==> config.mk <==
export PLATFORM = sky130hd
export DESIGN_NAME = freq_monitor_flat
export DESIGN_NICKNAME = d
export VERILOG_FILES = /design/src/rtl/freq_mon_pkg.sv /design/src/rtl/freq_monitor_if.sv /design/src/rtl/freq_monitor_edge_sync.sv /design/src/rtl/freq_monitor.sv /design/src/flat_wrapper.sv
export SDC_FILE = /design/constraint.sdc
export NUM_CORES = 1
export LEC_CHECK = 0
export ABC_AREA = 1
export CELL_PAD_IN_SITES_DETAIL_PLACEMENT = 1
export CELL_PAD_IN_SITES_GLOBAL_PLACEMENT = 2
export CORE_ASPECT_RATIO = 0.7
export CORE_UTILIZATION = 28
export CTS_BUF_LIST = sky130_fd_sc_hd__clkbuf_2
export DETAILED_ROUTE_END_ITERATION = 8
export PLACE_DENSITY_LB_ADDON = 0.1
export SYNTH_ARGS = -nofsm -noshare
export SYNTH_HDL_FRONTEND = slang
export SYNTH_SLANG_ARGS = --single-unit
export TNS_END_PERCENT = 1
==> constraint.sdc <==
create_clock -name clk -period 3.2 [get_ports clk]
set_clock_uncertainty 0.2 [all_clocks]
set_input_delay 0.96 -clock clk [delete_from_list [all_inputs] [get_ports clk]]
set_output_delay 0.96 -clock clk [all_outputs]
set_load 0.02 [all_outputs]
==> src/rtl/freq_mon_pkg.sv <==
// Shared types and default constants for the divided-clock frequency monitor.
// Holds the FSM state enum, the 8-bit period type and its saturating increment.
package freq_mon_pkg;

    typedef enum logic [1:0] {
        IDLE    = 2'd0,
        ARM     = 2'd1,
        MEASURE = 2'd2
    } state_t;

    localparam int unsigned DEF_WINDOW  = 1024;
    localparam int unsigned DEF_PER_MIN = 4;
    localparam int unsigned DEF_PER_MAX = 5;
    localparam int unsigned DEF_TIMEOUT = 64;

    localparam int unsigned PERIOD_W = 8;
    typedef logic [PERIOD_W-1:0] period_t;
    localparam period_t PERIOD_SAT = '1;

    function automatic period_t period_inc(input period_t p);
        return (p == PERIOD_SAT) ? p : p + period_t'(1);
    endfunction

endpackage

==> src/rtl/freq_monitor_if.sv <==
// Control and result bundle between the frequency monitor and its consumer.
// valid is a one-cycle pulse qualifying edge_cnt; there is no ready, so the consumer must capture on the pulse.
interface freq_monitor_if #(
    parameter int CNT_W = 32
);
    import freq_mon_pkg::*;

    logic             en;
    logic             div_in;
    logic             err_clr;
    logic [CNT_W-1:0] edge_cnt;
    logic             valid;
    period_t          period_last;
    logic             period_err;
    logic             stuck;
    logic [CNT_W-1:0] err_cnt;
    logic             busy;

    modport master (
        output en, div_in, err_clr,
        input  edge_cnt, valid, period_last, period_err, stuck, err_cnt, busy
    );

    modport slave (
        input  en, div_in, err_clr,
        output edge_cnt, valid, period_last, period_err, stuck, err_cnt, busy
    );

endinterface

==> src/rtl/freq_monitor_edge_sync.sv <==
// Synchronizer chain plus rising-edge detector for an asynchronous level input.
// rise is a one-cycle pulse derived from the last synchronizer stage.
module edge_sync #(
    parameter int SYNC_STAGES = 2
) (
    input  logic clk,
    input  logic rst_n,
    input  logic d,
    output logic rise
);

    logic [SYNC_STAGES-1:0] sync_q;
    logic                   prev_q;

    always_ff @(posedge clk or negedge rst_n) begin
        if (!rst_n) begin
            sync_q <= '0;
            prev_q <= 1'b0;
        end else begin
            sync_q <= {sync_q[SYNC_STAGES-2:0], d};
            prev_q <= sync_q[SYNC_STAGES-1];
        end
    end

    assign rise = sync_q[SYNC_STAGES-1] & ~prev_q;

endmodule

==> src/rtl/freq_monitor.sv <==
// Single-clock checker for a fractional divider output: counts rising edges per window,
// measures every period against [PER_MIN, PER_MAX] and flags a stuck divider.
module freq_monitor
    import freq_mon_pkg::*;
#(
    parameter int unsigned WINDOW      = DEF_WINDOW,
    parameter int unsigned CNT_W       = 32,
    parameter int unsigned PER_MIN     = DEF_PER_MIN,
    parameter int unsigned PER_MAX     = DEF_PER_MAX,
    parameter int unsigned TIMEOUT     = DEF_TIMEOUT,
    parameter int unsigned SYNC_STAGES = 2
) (
    input  logic           clk,
    input  logic           rst_n,
    freq_monitor_if.slave  mon,
    output state_t         dbg_state
);

    localparam int unsigned      WIN_W       = (WINDOW > 1) ? $clog2(WINDOW) : 1;
    localparam logic [WIN_W-1:0] WIN_LAST    = WIN_W'(WINDOW - 1);
    localparam period_t          PMIN        = period_t'(PER_MIN);
    localparam period_t          PMAX        = period_t'(PER_MAX);
    localparam period_t          TIMEOUT_PRE = period_t'(TIMEOUT - 1);
    localparam logic [CNT_W-1:0] CNT_SAT     = '1;

    state_t           state_q;
    state_t           state_d;
    logic             busy;
    logic             measuring;
    logic             rise;

    logic [WIN_W-1:0] win_cnt_q;
    logic [CNT_W-1:0] acc_q;
    period_t          per_cnt_q;

    logic [CNT_W-1:0] edge_cnt_q;
    logic             valid_q;
    period_t          period_last_q;
    logic             period_err_q;
    logic             stuck_q;
    logic [CNT_W-1:0] err_cnt_q;

    logic             win_end;
    logic             meas_rise;
    period_t          period;
    logic             bad;
    logic             stuck_set;

    edge_sync #(
        .SYNC_STAGES (SYNC_STAGES)
    ) u_edge_sync (
        .clk   (clk),
        .rst_n (rst_n),
        .d     (mon.div_in),
        .rise  (rise)
    );

    always_ff @(posedge clk or negedge rst_n) begin
        if (!rst_n) begin
            state_q <= IDLE;
        end else begin
            state_q <= state_d;
        end
    end

    // Dropping en abandons a window at once; a window ending in that same cycle is still reported.
    always_comb begin
        state_d = state_q;
        unique case (state_q)
            IDLE:    if (mon.en) state_d = ARM;
            ARM:     if (!mon.en) state_d = IDLE;
                     else if (rise) state_d = MEASURE;
            MEASURE: if (!mon.en) state_d = IDLE;
            default: state_d = IDLE;
        endcase
    end

    always_comb begin
        busy      = 1'b0;
        measuring = 1'b0;
        dbg_state = state_q;
        unique case (state_q)
            IDLE:    ;
            ARM:     busy = 1'b1;
            MEASURE: begin
                busy      = 1'b1;
                measuring = 1'b1;
            end
            default: ;
        endcase
    end

    assign win_end   = measuring && (win_cnt_q == WIN_LAST);
    assign meas_rise = measuring && rise;
    assign period    = period_inc(per_cnt_q);
    assign bad       = meas_rise && ((period < PMIN) || (period > PMAX));
    // Fire on the cycle per_cnt steps onto TIMEOUT so the flag and the count line up.
    assign stuck_set = measuring && !rise && (per_cnt_q == TIMEOUT_PRE);

    // Outside MEASURE the counters sit at zero, so the aligning edge in ARM starts a clean window.
    always_ff @(posedge clk or negedge rst_n) begin
        if (!rst_n) begin
            win_cnt_q <= '0;
            acc_q     <= '0;
            per_cnt_q <= '0;
        end else if (!measuring) begin
            win_cnt_q <= '0;
            acc_q     <= '0;
            per_cnt_q <= '0;
        end else begin
            win_cnt_q <= win_end ? '0 : win_cnt_q + WIN_W'(1);
            acc_q     <= win_end ? '0 : acc_q + CNT_W'(rise);
            per_cnt_q <= rise ? '0 : period_inc(per_cnt_q);
        end
    end

    always_ff @(posedge clk or negedge rst_n) begin
        if (!rst_n) begin
            edge_cnt_q    <= '0;
            valid_q       <= 1'b0;
            period_last_q <= '0;
        end else begin
            valid_q <= win_end;
            if (win_end) begin
                edge_cnt_q <= acc_q + CNT_W'(rise);
            end
            if (meas_rise) begin
                period_last_q <= period;
            end
        end
    end

    // A new error in the same cycle as err_clr survives the clear.
    always_ff @(posedge clk or negedge rst_n) begin
        if (!rst_n) begin
            period_err_q <= 1'b0;
            stuck_q      <= 1'b0;
            err_cnt_q    <= '0;
        end else begin
            if (bad) begin
                period_err_q <= 1'b1;
            end else if (mon.err_clr) begin
                period_err_q <= 1'b0;
            end

            if (stuck_set) begin
                stuck_q <= 1'b1;
            end else if (mon.err_clr) begin
                stuck_q <= 1'b0;
            end

            if (mon.err_clr) begin
                err_cnt_q <= bad ? CNT_W'(1) : '0;
            end else if (bad && (err_cnt_q != CNT_SAT)) begin
                err_cnt_q <= err_cnt_q + CNT_W'(1);
            end
        end
    end

    assign mon.edge_cnt    = edge_cnt_q;
    assign mon.valid       = valid_q;
    assign mon.period_last = period_last_q;
    assign mon.period_err  = period_err_q;
    assign mon.stuck       = stuck_q;
    assign mon.err_cnt     = err_cnt_q;
    assign mon.busy        = busy;

endmodule

==> src/flat_wrapper.sv <==
// flat-port wrapper written by rule: the top's interface ports become plain ports
module freq_monitor_flat import freq_mon_pkg::*;
#(
    parameter int unsigned WINDOW      = DEF_WINDOW,
    parameter int unsigned CNT_W       = 32,
    parameter int unsigned PER_MIN     = DEF_PER_MIN,
    parameter int unsigned PER_MAX     = DEF_PER_MAX,
    parameter int unsigned TIMEOUT     = DEF_TIMEOUT,
    parameter int unsigned SYNC_STAGES = 2
)
  (clk, rst_n, dbg_state, mon_en, mon_div_in, mon_err_clr, mon_edge_cnt, mon_valid, mon_period_last, mon_period_err, mon_stuck, mon_err_cnt, mon_busy);
  freq_monitor_if #(.CNT_W(CNT_W)) mon_i ();
  input  logic clk;
  input  logic rst_n;
  output state_t dbg_state;
  input wire logic [$bits(mon_i.en)-1:0] mon_en;
  input wire logic [$bits(mon_i.div_in)-1:0] mon_div_in;
  input wire logic [$bits(mon_i.err_clr)-1:0] mon_err_clr;
  output wire logic [$bits(mon_i.edge_cnt)-1:0] mon_edge_cnt;
  output wire logic [$bits(mon_i.valid)-1:0] mon_valid;
  output wire logic [$bits(mon_i.period_last)-1:0] mon_period_last;
  output wire logic [$bits(mon_i.period_err)-1:0] mon_period_err;
  output wire logic [$bits(mon_i.stuck)-1:0] mon_stuck;
  output wire logic [$bits(mon_i.err_cnt)-1:0] mon_err_cnt;
  output wire logic [$bits(mon_i.busy)-1:0] mon_busy;
  assign mon_i.en = mon_en;
  assign mon_i.div_in = mon_div_in;
  assign mon_i.err_clr = mon_err_clr;
  assign mon_edge_cnt = mon_i.edge_cnt;
  assign mon_valid = mon_i.valid;
  assign mon_period_last = mon_i.period_last;
  assign mon_period_err = mon_i.period_err;
  assign mon_stuck = mon_i.stuck;
  assign mon_err_cnt = mon_i.err_cnt;
  assign mon_busy = mon_i.busy;
  freq_monitor #(.WINDOW(WINDOW), .CNT_W(CNT_W), .PER_MIN(PER_MIN), .PER_MAX(PER_MAX), .TIMEOUT(TIMEOUT), .SYNC_STAGES(SYNC_STAGES)) u_core (.clk(clk), .rst_n(rst_n), .mon(mon_i), .dbg_state(dbg_state));
endmodule
Word level (Yosys, flattened, before mapping)
Index checks and enable logic that the tools add are counted.
W data, S select, Z words.
{"block": "classes", "addsub": 4, "order_cmp": 2, "eq_ne": 9, "mux": 20, "bitwise_logic": 2, "reduce_logical": 14}
{"operator": "$mux W32", "count": 4}
{"operator": "$add A32 B1 Y32", "count": 1}
{"operator": "$add A32 B1 Y32 const B", "count": 1}
{"operator": "$ne A32 B32 Y1 const B", "count": 1}
{"operator": "$mux W8", "count": 3}
{"operator": "$mux W10", "count": 2}
{"operator": "$add A10 B1 Y10 const B", "count": 1}
{"operator": "$eq A10 B10 Y1 const B", "count": 1}
{"operator": "$add A8 B1 Y8 const B", "count": 1}
{"operator": "$eq A8 B6 Y1 const B", "count": 1}
{"operator": "$eq A8 B8 Y1 const B", "count": 1}
{"operator": "$gt A8 B3 Y1 const B", "count": 1}
{"operator": "$lt A8 B3 Y1 const B", "count": 1}
{"operator": "$mux W2", "count": 4}
{"operator": "$logic_and A1 B1 Y1", "count": 6}
{"operator": "$mux W1", "count": 6}
{"operator": "$pmux W2 S3", "count": 1}
{"operator": "$reduce_bool A2 Y1", "count": 3}
{"operator": "$ne A2 B2 Y1 const B", "count": 2}
{"operator": "$ne A3 B2 Y1 const B", "count": 1}
{"operator": "$reduce_and A3 Y1", "count": 1}
{"operator": "$eq A2 B1 Y1 const B", "count": 1}
{"operator": "$eq A2 B2 Y1 const B", "count": 1}
{"operator": "$logic_not A2 Y1", "count": 1}
{"operator": "5 further kinds", "count": 5}
{"block": "word_totals", "regBits": 130, "in_bits": 5, "output_inout_bits": 78, "wordCells": 63}

Longest topological paths before layout
Gate-level depths: netlist of the first run.
{"block": "logic_depth", "depth_word": 8, "mapped_depth": 14}

Cells and area by module
A second synthesis of the first run with hierarchy kept.
{"block": "hier_totals", "cells_unflattened": 881, "area_unflattened_um2": 7125.6}
{"mod": "freq_monitor", "instances": 1, "cells_each": 876, "area_per_inst_um2": 7040.5, "seq_area_each_um2": 3178.0}
{"mod": "edge_sync", "instances": 1, "cells_each": 5, "area_per_inst_um2": 85.1, "seq_area_each_um2": 75.1}

Worst setup path before layout of the first run
Ideal clock, no wire load.
{"block": "synth_path", "path_kind": "register to register", "startpoint": "register u_core.u_edge_sync.prev_q", "endpoint": "register u_core.edge_cnt_q[30], in the netlist u_core.mon.edge_cnt[30]", "setup_ps": 121, "t_arrival_ps": 1944, "setup_slack_ps": 935, "stages_incl_launch_ff": 13, "path_buffers": 0, "period_less_slack_ps": 2265, "cell_sequence": "dfrtp_1 -> nor2_1 -> ha_1 -> ha_1 -> nand2_1 -> nor2_2 -> nand3_2 -> nor2_4 -> inv_2 -> nor2_1 -> nand2_1 -> xor2_1 -> o21ai_2"}
{"block": "synth_via", "elab_chain_cells": 3}
{"item": "start: declaration", "line": "freq_monitor_edge_sync.sv:13", "source": "logic prev_q;"}
{"item": "start signal: assignment", "line": "freq_monitor_edge_sync.sv:21", "source": "prev_q <= sync_q[SYNC_STAGES-1];"}
{"item": "$not A1 Y1", "line": "freq_monitor_edge_sync.sv:25", "source": "assign rise = sync_q[SYNC_STAGES-1] & ~prev_q;"}
{"item": "$and A1 B1 Y1", "line": "freq_monitor_edge_sync.sv:25"}
{"item": "$add A32 B1 Y32", "line": "freq_monitor.sv:125", "source": "edge_cnt_q <= acc_q + CNT_W'(rise);"}
{"item": "end signal: assignment", "line": "freq_monitor.sv:125"}
{"item": "end: declaration", "line": "freq_monitor.sv:36", "source": "logic [CNT_W-1:0] edge_cnt_q;"}
Every way passes these cells.
A chain may end at the register's enable or synchronous reset.

Worst setup path in the final report of the first run
{"block": "layout_path", "startpoint": "register u_core.err_cnt_q[27], in the netlist u_core.mon.err_cnt[27]", "endpoint": "output mon_err_cnt[27]"}
{"item": "start: declaration", "line": "freq_monitor.sv:41", "source": "logic [CNT_W-1:0] err_cnt_q;"}
{"item": "start signal: assignment", "line": "freq_monitor.sv:153", "source": "err_cnt_q <= bad ? CNT_W'(1) : '0;"}
{"item": "start signal: assignment", "line": "freq_monitor.sv:155", "source": "err_cnt_q <= err_cnt_q + CNT_W'(1);"}
{"item": "end: declaration", "line": "flat_wrapper.sv:24", "source": "output wire logic [$bits(mon_i.err_cnt)-1:0] mon_err_cnt;"}
No word-level cell between the ends.

==> metrics.txt, run 1 <==
class of the tightest hold or removal check=reg -> reg; fillers=2910; worst-case reg-to-reg path depth=10; complex-gate fraction of the synthesized area=0.04304; number of register bits inferred by synthesis=130; worst setup path class=reg -> out; core region area=0.02388 mm²; worst-skew pair later-pin latency=780 ps; Net Count, Synth=891; Setup crit end=mon_err_cnt[27]; Buffers & Inverters on Critical Path=1; Syn-to-layout area delta=21.38%; placed cell count=1265; setup slack, reg-to-reg=370 ps; most area-hungry cell type in the Yosys netlist=sky130_fd_sc_hd__dfrtp_1; overall via count from detail_route=6007; number of flops mapped to enable cells by yosys=0; total area of multi-input combinational cells=0.003186 mm²; post-synth top area share=0.4722; first-pass GRT wire length=35260 µm; status=finished, final reports clean; placed cell areas=0.008048 mm²; max_cap viols=0; share of cells above drive strength 1=0.08980; Post-synth ARST share=1.000; Setup TNS=0 ps; number of vias per cell=4.624; clk sinks=130; number of nets at the end of the flow=980; non-filler instance count after layout=1299; number of hold violations in the final report=0; die extent in y=133.2 µm; Netlist cell types=42; Least-Margin Pin Slew=662.4 ps; Post-CTS Setup Repair Bufs=0; critical path startpoint category=register; HPWL after DPL=16380 µm; final setup violation count=0; fin crit period=3097 ps; per-cell routed wire length=16.78 µm; adder and majority gate portion of the synthesized area=0.01453; crit-path cells=clkdlybuf4s50_1; reg-to-reg critical path endpoint=u_core.mon.edge_cnt[23]$_DFFE_PN0P_; Final Power=3.382 mW; largest net degree at the start of global routing=55; sequential share of the synthesized area=0.4722; ys flop type=sky130_fd_sc_hd__dfrtp_1; Final Core Density=0.3502; all-layer global routing usage=0.1839; antenna violations before repair=1; final worst path period share=0.9677; Worst Path Arrival=1940 ps; via count of the first global-routing pass=6003; cells after synthesis=878; worst-case vdd ir drop=0.0002043 V; share of synthesized area spent on multiplexers=0; delay of the slowest cell on the worst path=650 ps; warnings from Yosys=0; final wirelength=21800 µm; area fraction in and, or, nand and nor cells after synthesis=0.3413; # IOs=83; Seq. cell area=0.003271 mm²; Clock Tree Root=sky130_fd_sc_hd__clkbuf_2; leakage dissipation=3.599 nW; Critical Path Start=u_core.mon.err_cnt[27]$_DFFE_PN0P_; Crit path required time=2040 ps; library cell contributing the largest single delay on the critical path=sky130_fd_sc_hd__clkdlybuf4s50_1; die area=0.02525 mm²; maximum count of clock buffers along a single path=2; initial core utilization=0.2885; critical register-to-register path startpoint=u_core.u_edge_sync.prev_q$_DFF_PN0_; dominant combinational cell family by area after synthesis=simple AND/OR/NAND/NOR gates; Cell Pwr Density=404.4 mW/mm²; detailed-route DRC error count=0; Largest delay share family, worst path=buffers and inverters; maximum fanout count along the critical path=5; Num CTS Buffers=17; Pre-Repair DR Iteration Count=5; RePlAce Congestion=0.8271; average instance area after synthesis=7.846 µm²; initial drt markers=361; final cell area excluding filler cells=0.008362 mm²; number of antenna-violating nets in the routed design=0; Max-slew headroom=0.5543; CTS H-Tree Depth=4; RSZ-0062 raised after global routing=false; Crit. End Element=output port; overall die width=189.5 µm; Crit path depth=1; count of input and output buffers=82; total gr overflow=0; xor and xnor area share after synthesis=0.06357; TritonCTS clock tree=yes; area of the mapped netlist=0.006889 mm²; Clk pin slew, worst setup/hold paths=250 ps; Max Transition Viols Final=0; peak clock frequency supported by timing=322.9 MHz; Area contributors post-synth=sky130_fd_sc_hd__dfrtp_1 47%, sky130_fd_sc_hd__nand2_1 14%, sky130_fd_sc_hd__nor2_1 7.4%, sky130_fd_sc_hd__nand3_1 5.7%, sky130_fd_sc_hd__xor2_1 4.4%; number of standard-cell rows in the floorplan=47
## layout make-up
cell class                 instances  area share
sequential                       130      0.3911
multi-input combinational        650      0.3810
timing repair buffer              95      0.1140
tap                              318     0.04758
inverter                          73     0.03277
clock inverter                    14     0.02245
clock buffer                      18     0.01077
antenna                            1   0.0002993
## metrics by stage
step	hold WS [ps]	setup WS, ps
after floorplan	131.2	935.3
after global routing	223.2	0.8402
after global placement	157.7	494.2
after CTS	192.3	7.554
after detailed placement	172.7	431.7
final	200.8	103.2
## metal layers
layer,vias up,global-route usage,part of all wire
li1,2983,-,-
met1,2896,0.3143,0.59
met4,0,0.04301,0.0092
met3,13,0.03952,0.046
met5,-,0,0
met2,115,0.2196,0.35
## power breakdown
part           total [mW]  switching [mW]  internal [mW]
Sequential           1.74          0.0450           1.69
Combinational       0.428           0.285          0.143
Clock                1.22           0.701          0.515
Total                3.38            1.03           2.35
## worst min-delay path by stage
stage,from,endpoint,slack [ps],depth (start not counted)
after floorplan,u_core.u_edge_sync.sync_q[0]$_DFF_PN0_,u_core.u_edge_sync.sync_q[1]$_DFF_PN0_,130,0
after global placement,u_core.u_edge_sync.sync_q[1]$_DFF_PN0_,u_core.u_edge_sync.prev_q$_DFF_PN0_,160,0
after detailed placement,u_core.u_edge_sync.sync_q[1]$_DFF_PN0_,u_core.u_edge_sync.prev_q$_DFF_PN0_,170,0
after CTS,u_core.u_edge_sync.sync_q[1]$_DFF_PN0_,u_core.u_edge_sync.prev_q$_DFF_PN0_,190,0
after global routing,u_core.u_edge_sync.sync_q[1]$_DFF_PN0_,u_core.u_edge_sync.prev_q$_DFF_PN0_,220,0
final,u_core.u_edge_sync.sync_q[1]$_DFF_PN0_,u_core.u_edge_sync.prev_q$_DFF_PN0_,200,0
## cells in the final DEF (no fill, tap or decap), types with 14 or more instances in the layout
| cell type | n |
|---|---|
| sky130_fd_sc_hd__nor2_1 | 135 |
| sky130_fd_sc_hd__nand3_1 | 79 |
| sky130_fd_sc_hd__dfrtp_1 | 116 |
| sky130_fd_sc_hd__xnor2_1 | 15 |
| sky130_fd_sc_hd__clkdlybuf4s50_1 | 77 |
| sky130_fd_sc_hd__nand4_1 | 16 |
| sky130_fd_sc_hd__clkbuf_2 | 18 |
| sky130_fd_sc_hd__dfrtp_2 | 14 |
| sky130_fd_sc_hd__xor2_1 | 35 |
| sky130_fd_sc_hd__nor3_1 | 22 |
| sky130_fd_sc_hd__nand2_1 | 259 |
| sky130_fd_sc_hd__inv_1 | 69 |
| sky130_fd_sc_hd__o21ai_1 | 17 |
## flip-flops by register name, summed over array words and instances (netlist names)
name and cells:
u_core.acc_q 32, u_core.mon.edge_cnt 32, u_core.mon.err_cnt 32, u_core.win_cnt_q 10, u_core.mon.period_last 8, u_core.per_cnt_q 8, u_core.dbg_state 2, u_core.u_edge_sync.sync_q 2
u_core.mon.period_err 1, u_core.mon.stuck 1, u_core.mon.valid 1, u_core.u_edge_sync.prev_q 1
## synthesized netlist by cell type, types with 2 or more instances
cell type and n:
sky130_fd_sc_hd__nor2_1 135, sky130_fd_sc_hd__nor4_1 5, sky130_fd_sc_hd__ha_1 8, sky130_fd_sc_hd__nor3b_1 2
sky130_fd_sc_hd__nand3_1 79, sky130_fd_sc_hd__nor2_2 7, sky130_fd_sc_hd__clkbuf_1 10, sky130_fd_sc_hd__o21ai_2 8
sky130_fd_sc_hd__buf_2 3, sky130_fd_sc_hd__nand2_1 259, sky130_fd_sc_hd__a31oi_1 3, sky130_fd_sc_hd__inv_2 3
sky130_fd_sc_hd__buf_4 3, sky130_fd_sc_hd__nand3b_1 3, sky130_fd_sc_hd__o21ai_0 12, sky130_fd_sc_hd__buf_6 9
sky130_fd_sc_hd__nand4_1 16, sky130_fd_sc_hd__nand2_2 2, sky130_fd_sc_hd__dfrtp_1 130, sky130_fd_sc_hd__nor3_1 22
sky130_fd_sc_hd__inv_1 69, sky130_fd_sc_hd__a21oi_1 3, sky130_fd_sc_hd__xor2_1 35, sky130_fd_sc_hd__o21ai_1 17
sky130_fd_sc_hd__nand3_2 4, sky130_fd_sc_hd__xnor2_1 15
## repair_timing
action	in CTS	in global routing
endpoints found under the hold margin	52	0
hold buffers	1	0
resized for setup	6	12
setup endpoints to repair	6	12
## logic make-up after synthesis
kind of cell,Yosys count
simple gates,543
flops,130
buf+inv,98
xor+xnor,50
compound gates,49
fa+ha+maj,8
No activity file was read; power rests on OpenSTA's default activity.
==> run 2: changes to the inputs <==
GPL_TIMING_DRIVEN = 0   (was unset)
SKIP_CTS_REPAIR_TIMING = 1   (was unset)
==> run 2 against run 1 <==
Compared with the run above:
- sequential power hardly changed
- via count rose by 1.1%
- wire length increased by 3.4%
- global-route usage rose by 0.45 points
- largest power group unchanged
==> metrics.txt, run 2 (synthesis gave the netlist of run 1 again) <==
detailed-route DRC error count=0; internal power of the cells=2.202 mW; die area=0.02525 mm²; # IOs=83; most common cell after layout, fill and taps aside=sky130_fd_sc_hd__nand2_1; Cell Pwr Density=383.2 mW/mm²; per-cell routed wire length=17.16 µm; Max-slew headroom=0.5369; share of cells above drive strength 1=0.09155; TritonCTS clock tree=yes; status=finished, final reports clean; max_cap viols=0; Critical Path Start=u_core.mon.err_cnt[18]$_DFFE_PN0P_; critical path startpoint category=register; share of power burned in the clock network=0.317; Clock Tree Root=sky130_fd_sc_hd__clkbuf_2; Max Transition Viols Final=0; number of hold violations in the final report=0; Crit. End Element=output port; placed cell count=1278; critical register-to-register path startpoint=u_core.u_edge_sync.prev_q$_DFF_PN0_; overall die width=189.5 µm; crit-path cells=clkdlybuf4s50_1; initial core utilization=0.2885; total gr overflow=0; end point of the worst hold path=u_core.u_edge_sync.sync_q[1]$_DFF_PN0_; delay of the slowest cell on the worst path=650 ps; worst-skew pair later-pin latency=720 ps; commonest cells after routing, fill and taps aside=259 x sky130_fd_sc_hd__nand2_1, 134 x sky130_fd_sc_hd__nor2_1, 118 x sky130_fd_sc_hd__dfrtp_1; Crit path required time=2040 ps; count of input and output buffers=81; sequential share of power=0.543; overall via count from detail_route=6074; Largest delay share family, worst path=buffers and inverters; all-layer global routing usage=0.1884; clk sinks=130; non-filler instance count after layout=1313; number of vias per cell=4.626; largest net degree at the start of global routing=72; worst-case vdd ir drop=0.0001704 V; Num CTS Buffers=17; number of antenna-violating nets in the routed design=0; library cell contributing the largest single delay on the critical path=sky130_fd_sc_hd__clkdlybuf4s50_1; number of standard-cell rows in the floorplan=47; cell depth of the worst min-delay path=0; via count of the first global-routing pass=5980; RePlAce Congestion=0.8005; leakage dissipation=3.563 nW; switching share of total power=0.3144; HPWL after DPL=17050 µm; setup slack, reg-to-reg=210 ps; fillers=2976; final setup violation count=0; Buffers & Inverters on Critical Path=1; Final Power=3.212 mW; number of nets at the end of the flow=994; Clk pin slew, worst setup/hold paths=210 ps; CTS H-Tree Depth=4; maximum count of clock buffers along a single path=2; worst setup path class=reg -> out; switching power=1.010 mW; Worst Path Arrival=1910 ps; Syn-to-layout area delta=21.65%; reg-to-reg critical path endpoint=u_core.mon.edge_cnt[14]$_DFFE_PN0P_; min-delay src=u_core.u_edge_sync.sync_q[0]$_DFF_PN0_; worst-case reg-to-reg path depth=11; initial drt markers=345; class of the tightest hold or removal check=reg -> reg; combinational power share=0.140; maximum fanout count along the critical path=6; peak clock frequency supported by timing=326.2 MHz; core region area=0.02388 mm²; die extent in y=133.2 µm; Least-Margin Pin Slew=694.7 ps; final worst path period share=0.9581; Pre-Repair DR Iteration Count=4; antenna violations before repair=1; final wirelength=22540 µm; first-pass GRT wire length=35990 µm; fin crit period=3066 ps; RSZ-0062 raised after global routing=true
-- run 2: how the worst max path moves through the flow --
stage	endpoint	cells after the start
after floorplan	u_core.mon.edge_cnt[30]$_DFFE_PN0P_	12
after global placement	u_core.per_cnt_q[7]$_DFF_PN0_	1
after detailed placement	u_core.mon.edge_cnt[12]$_DFFE_PN0P_	11
after CTS	mon_busy	3
after global routing	u_core.mon.edge_cnt[12]$_DFFE_PN0P_	11
final	mon_err_cnt[18]	1
-- run 2: power groups by stage --
stage / clock [mW] / combinational (mW) / sequential, mW
after floorplan: 0 / 0.202 / 1.80
after global placement: 0 / 0.439 / 1.78
after detailed placement: 0 / 0.451 / 1.77
after CTS: 1.07 / 0.452 / 1.74
after global routing: 1.13 / 0.507 / 1.75
final: 1.02 / 0.451 / 1.74
-- run 2: through the flow --
| step | cell area [µm²] | worst slack, ps | hold slack, ps | setup TNS [ps] | utilization |
|---|---|---|---|---|---|
| 2_1_floorplan | 6889 | 935.3 | 131.2 | 0 | - |
| 3_3_place_gp | 8098 | -4803 | 135.7 | -621420 | 0.3392 |
| 3_5_place_dp | 8127 | 118.0 | 141.8 | 0 | 0.3404 |
| 4_1_cts | 8341 | -213.0 | -58.73 | -246.1 | 0.3493 |
| 5_1_grt | 8381 | -43.74 | 194.2 | -43.74 | 0.3510 |
| 6_report | 8381 | 134.1 | 181.1 | 0 | 0.3510 |
-- run 2: final cells by class --
type,instances,area [µm²],area share
timing repair buffer,84,859.6,0.1026
multi-input combinational,650,3188,0.3804
buffer,25,176.4,0.02105
inverter,73,274.0,0.03270
clock inverter,13,118.9,0.01418
tap,318,397.9,0.04748
antenna,1,2.502,0.0002986
clock buffer,19,95.09,0.01135
sequential,130,3268,0.3900
-- run 2: routing by layer --
| layer | track usage | vias to the layer above | wire (µm) |
|---|---|---|---|
| li1 | - | 3012 | - |
| met3 | 0.03767 | 13 | 896 |
| met2 | 0.2161 | 106 | 7774 |
| met5 | 0 | - | 0 |
| met1 | 0.3331 | 2943 | 13680 |
| met4 | 0.03763 | 0 | 182 |
==> run 3: changes to the inputs <==
ABC_CLOCK_PERIOD_IN_PS = 3200   (was unset)
SLEW_MARGIN = 25   (was unset)
==> run 3 against run 2 <==
Compared with the run above:
- maximum frequency increased by 0.34%
- register-to-register slack got worse by 20 ps
- first-iteration DRC count decreased by 11%
- non-clock buffer count unchanged
- via count increased by 0.43%
==> metrics.txt, run 3 (synthesis gave the netlist of run 1 again) <==
worst setup path class=reg -> out; share of cells above drive strength 1=0.09054; initial drt markers=308; peak clock frequency supported by timing=327.3 MHz; Max-slew headroom=0.5465; worst-case vdd ir drop=0.0001771 V; count of input and output buffers=81; critical path startpoint category=register; fillers=2995; all-layer global routing usage=0.1870; placed cell count=1278; Crit. End Element=output port; Clock Tree Root=sky130_fd_sc_hd__clkbuf_2; final hold slack=182.0 ps; die area=0.02525 mm²; setup slack, reg-to-reg=190 ps; worst-case setup slack after placement=108.9 ps; final wirelength=22600 µm; RSZ-0062 raised after global routing=true; Num CTS Buffers=17; number of nets at the end of the flow=994; Max Transition Viols Final=0; per-cell routed wire length=17.21 µm; overall die width=189.5 µm; max_cap viols=0; Buffers & Inverters on Critical Path=1; non-filler instance count after layout=1313; Syn-to-layout area delta=21.69%; TritonCTS clock tree=yes; commonest cells after routing, fill and taps aside=259 x sky130_fd_sc_hd__nand2_1, 134 x sky130_fd_sc_hd__nor2_1, 119 x sky130_fd_sc_hd__dfrtp_1; Pre-Repair DR Iteration Count=5; maximum fanout count along the critical path=5; core region area=0.02388 mm²; final worst path period share=0.9548; final setup violation count=0; setup slack of the critical path after layout=144.5 ps; maximum count of clock buffers along a single path=2; Clk pin slew, worst setup/hold paths=200 ps; initial core utilization=0.2885; most common cell after layout, fill and taps aside=sky130_fd_sc_hd__nand2_1; HPWL after DPL=17050 µm; overall via count from detail_route=6100; total gr overflow=0; status=finished, final reports clean; leakage dissipation=3.566 nW; number of standard-cell rows in the floorplan=47; number of hold violations in the final report=0; die extent in y=133.2 µm; clk sinks=130; Cell Pwr Density=382.2 mW/mm²; # IOs=83; number of antenna-violating nets in the routed design=0; RePlAce Congestion=0.8005; class of the tightest hold or removal check=reg -> reg; Setup TNS=0 ps; number of vias per cell=4.646; library cell contributing the largest single delay on the critical path=sky130_fd_sc_hd__clkdlybuf4s50_1; Worst Path Arrival=1900 ps; worst-skew pair later-pin latency=720 ps; largest net degree at the start of global routing=72; detailed-route DRC error count=0; Largest delay share family, worst path=buffers and inverters; fin crit period=3055 ps; Crit path required time=2040 ps; antenna violations before repair=1; delay of the slowest cell on the worst path=660 ps; Least-Margin Pin Slew=680.2 ps; crit-path cells=clkdlybuf4s50_1; first-pass GRT wire length=35700 µm; CTS H-Tree Depth=4; via count of the first global-routing pass=5983
run 3: final cells by class:
type	count	area, µm²	area share
diodes	1	2.502	0.0002985
plain buffers	25	176.4	0.02104
clock buffers	19	95.09	0.01134
clock inverters	13	118.9	0.01418
inverters	73	274.0	0.03269
multi-input cells	650	3188	0.3803
flip-flops and latches	130	3267	0.3897
well taps	318	397.9	0.04746
repair buffers	84	863.3	0.1030
run 3: path summary, 6_finish.rpt:
kind / start / to / cells past startpoint
min: u_core.u_edge_sync.sync_q[0]$_DFF_PN0_ / u_core.u_edge_sync.sync_q[1]$_DFF_PN0_ / 0
min in group asynchronous: rst_n / u_core.mon.edge_cnt[18]$_DFFE_PN0P_ / 2
max: u_core.mon.err_cnt[5]$_DFFE_PN0P_ / mon_err_cnt[5] / 1
min reg2reg: u_core.u_edge_sync.sync_q[0]$_DFF_PN0_ / u_core.u_edge_sync.sync_q[1]$_DFF_PN0_ / 0
max reg2reg: u_core.u_edge_sync.prev_q$_DFF_PN0_ / u_core.mon.edge_cnt[12]$_DFFE_PN0P_ / 11
max in group asynchronous: rst_n / u_core.dbg_state[1]$_DFFE_PN0P_ / 3
run 3: per-stage QoR:
stage,utilization,total power [mW],cell area (µm²)
finish,0.3511,3.204,8383
global route,0.3511,3.392,8383
CTS,0.3495,3.265,8344
detailed placement,0.3405,2.226,8130
global placement,0.3392,2.215,8098
floorplan,-,2.000,6889
run 3: routing by layer:
layer,up-vias,track usage,part of all wire
met5,-,0,0
li1,3015,-,-
met2,102,0.2186,0.35
met4,0,0.03763,0.0074
met1,2972,0.3270,0.61
met3,11,0.03793,0.039
run 3: power breakdown:
group	leakage (nW)	switching, mW	total (mW)	internal, mW
Sequential	1.78	0.0503	1.74	1.69
Combinational	1.65	0.289	0.450	0.161
Clock	0.132	0.662	1.01	0.348
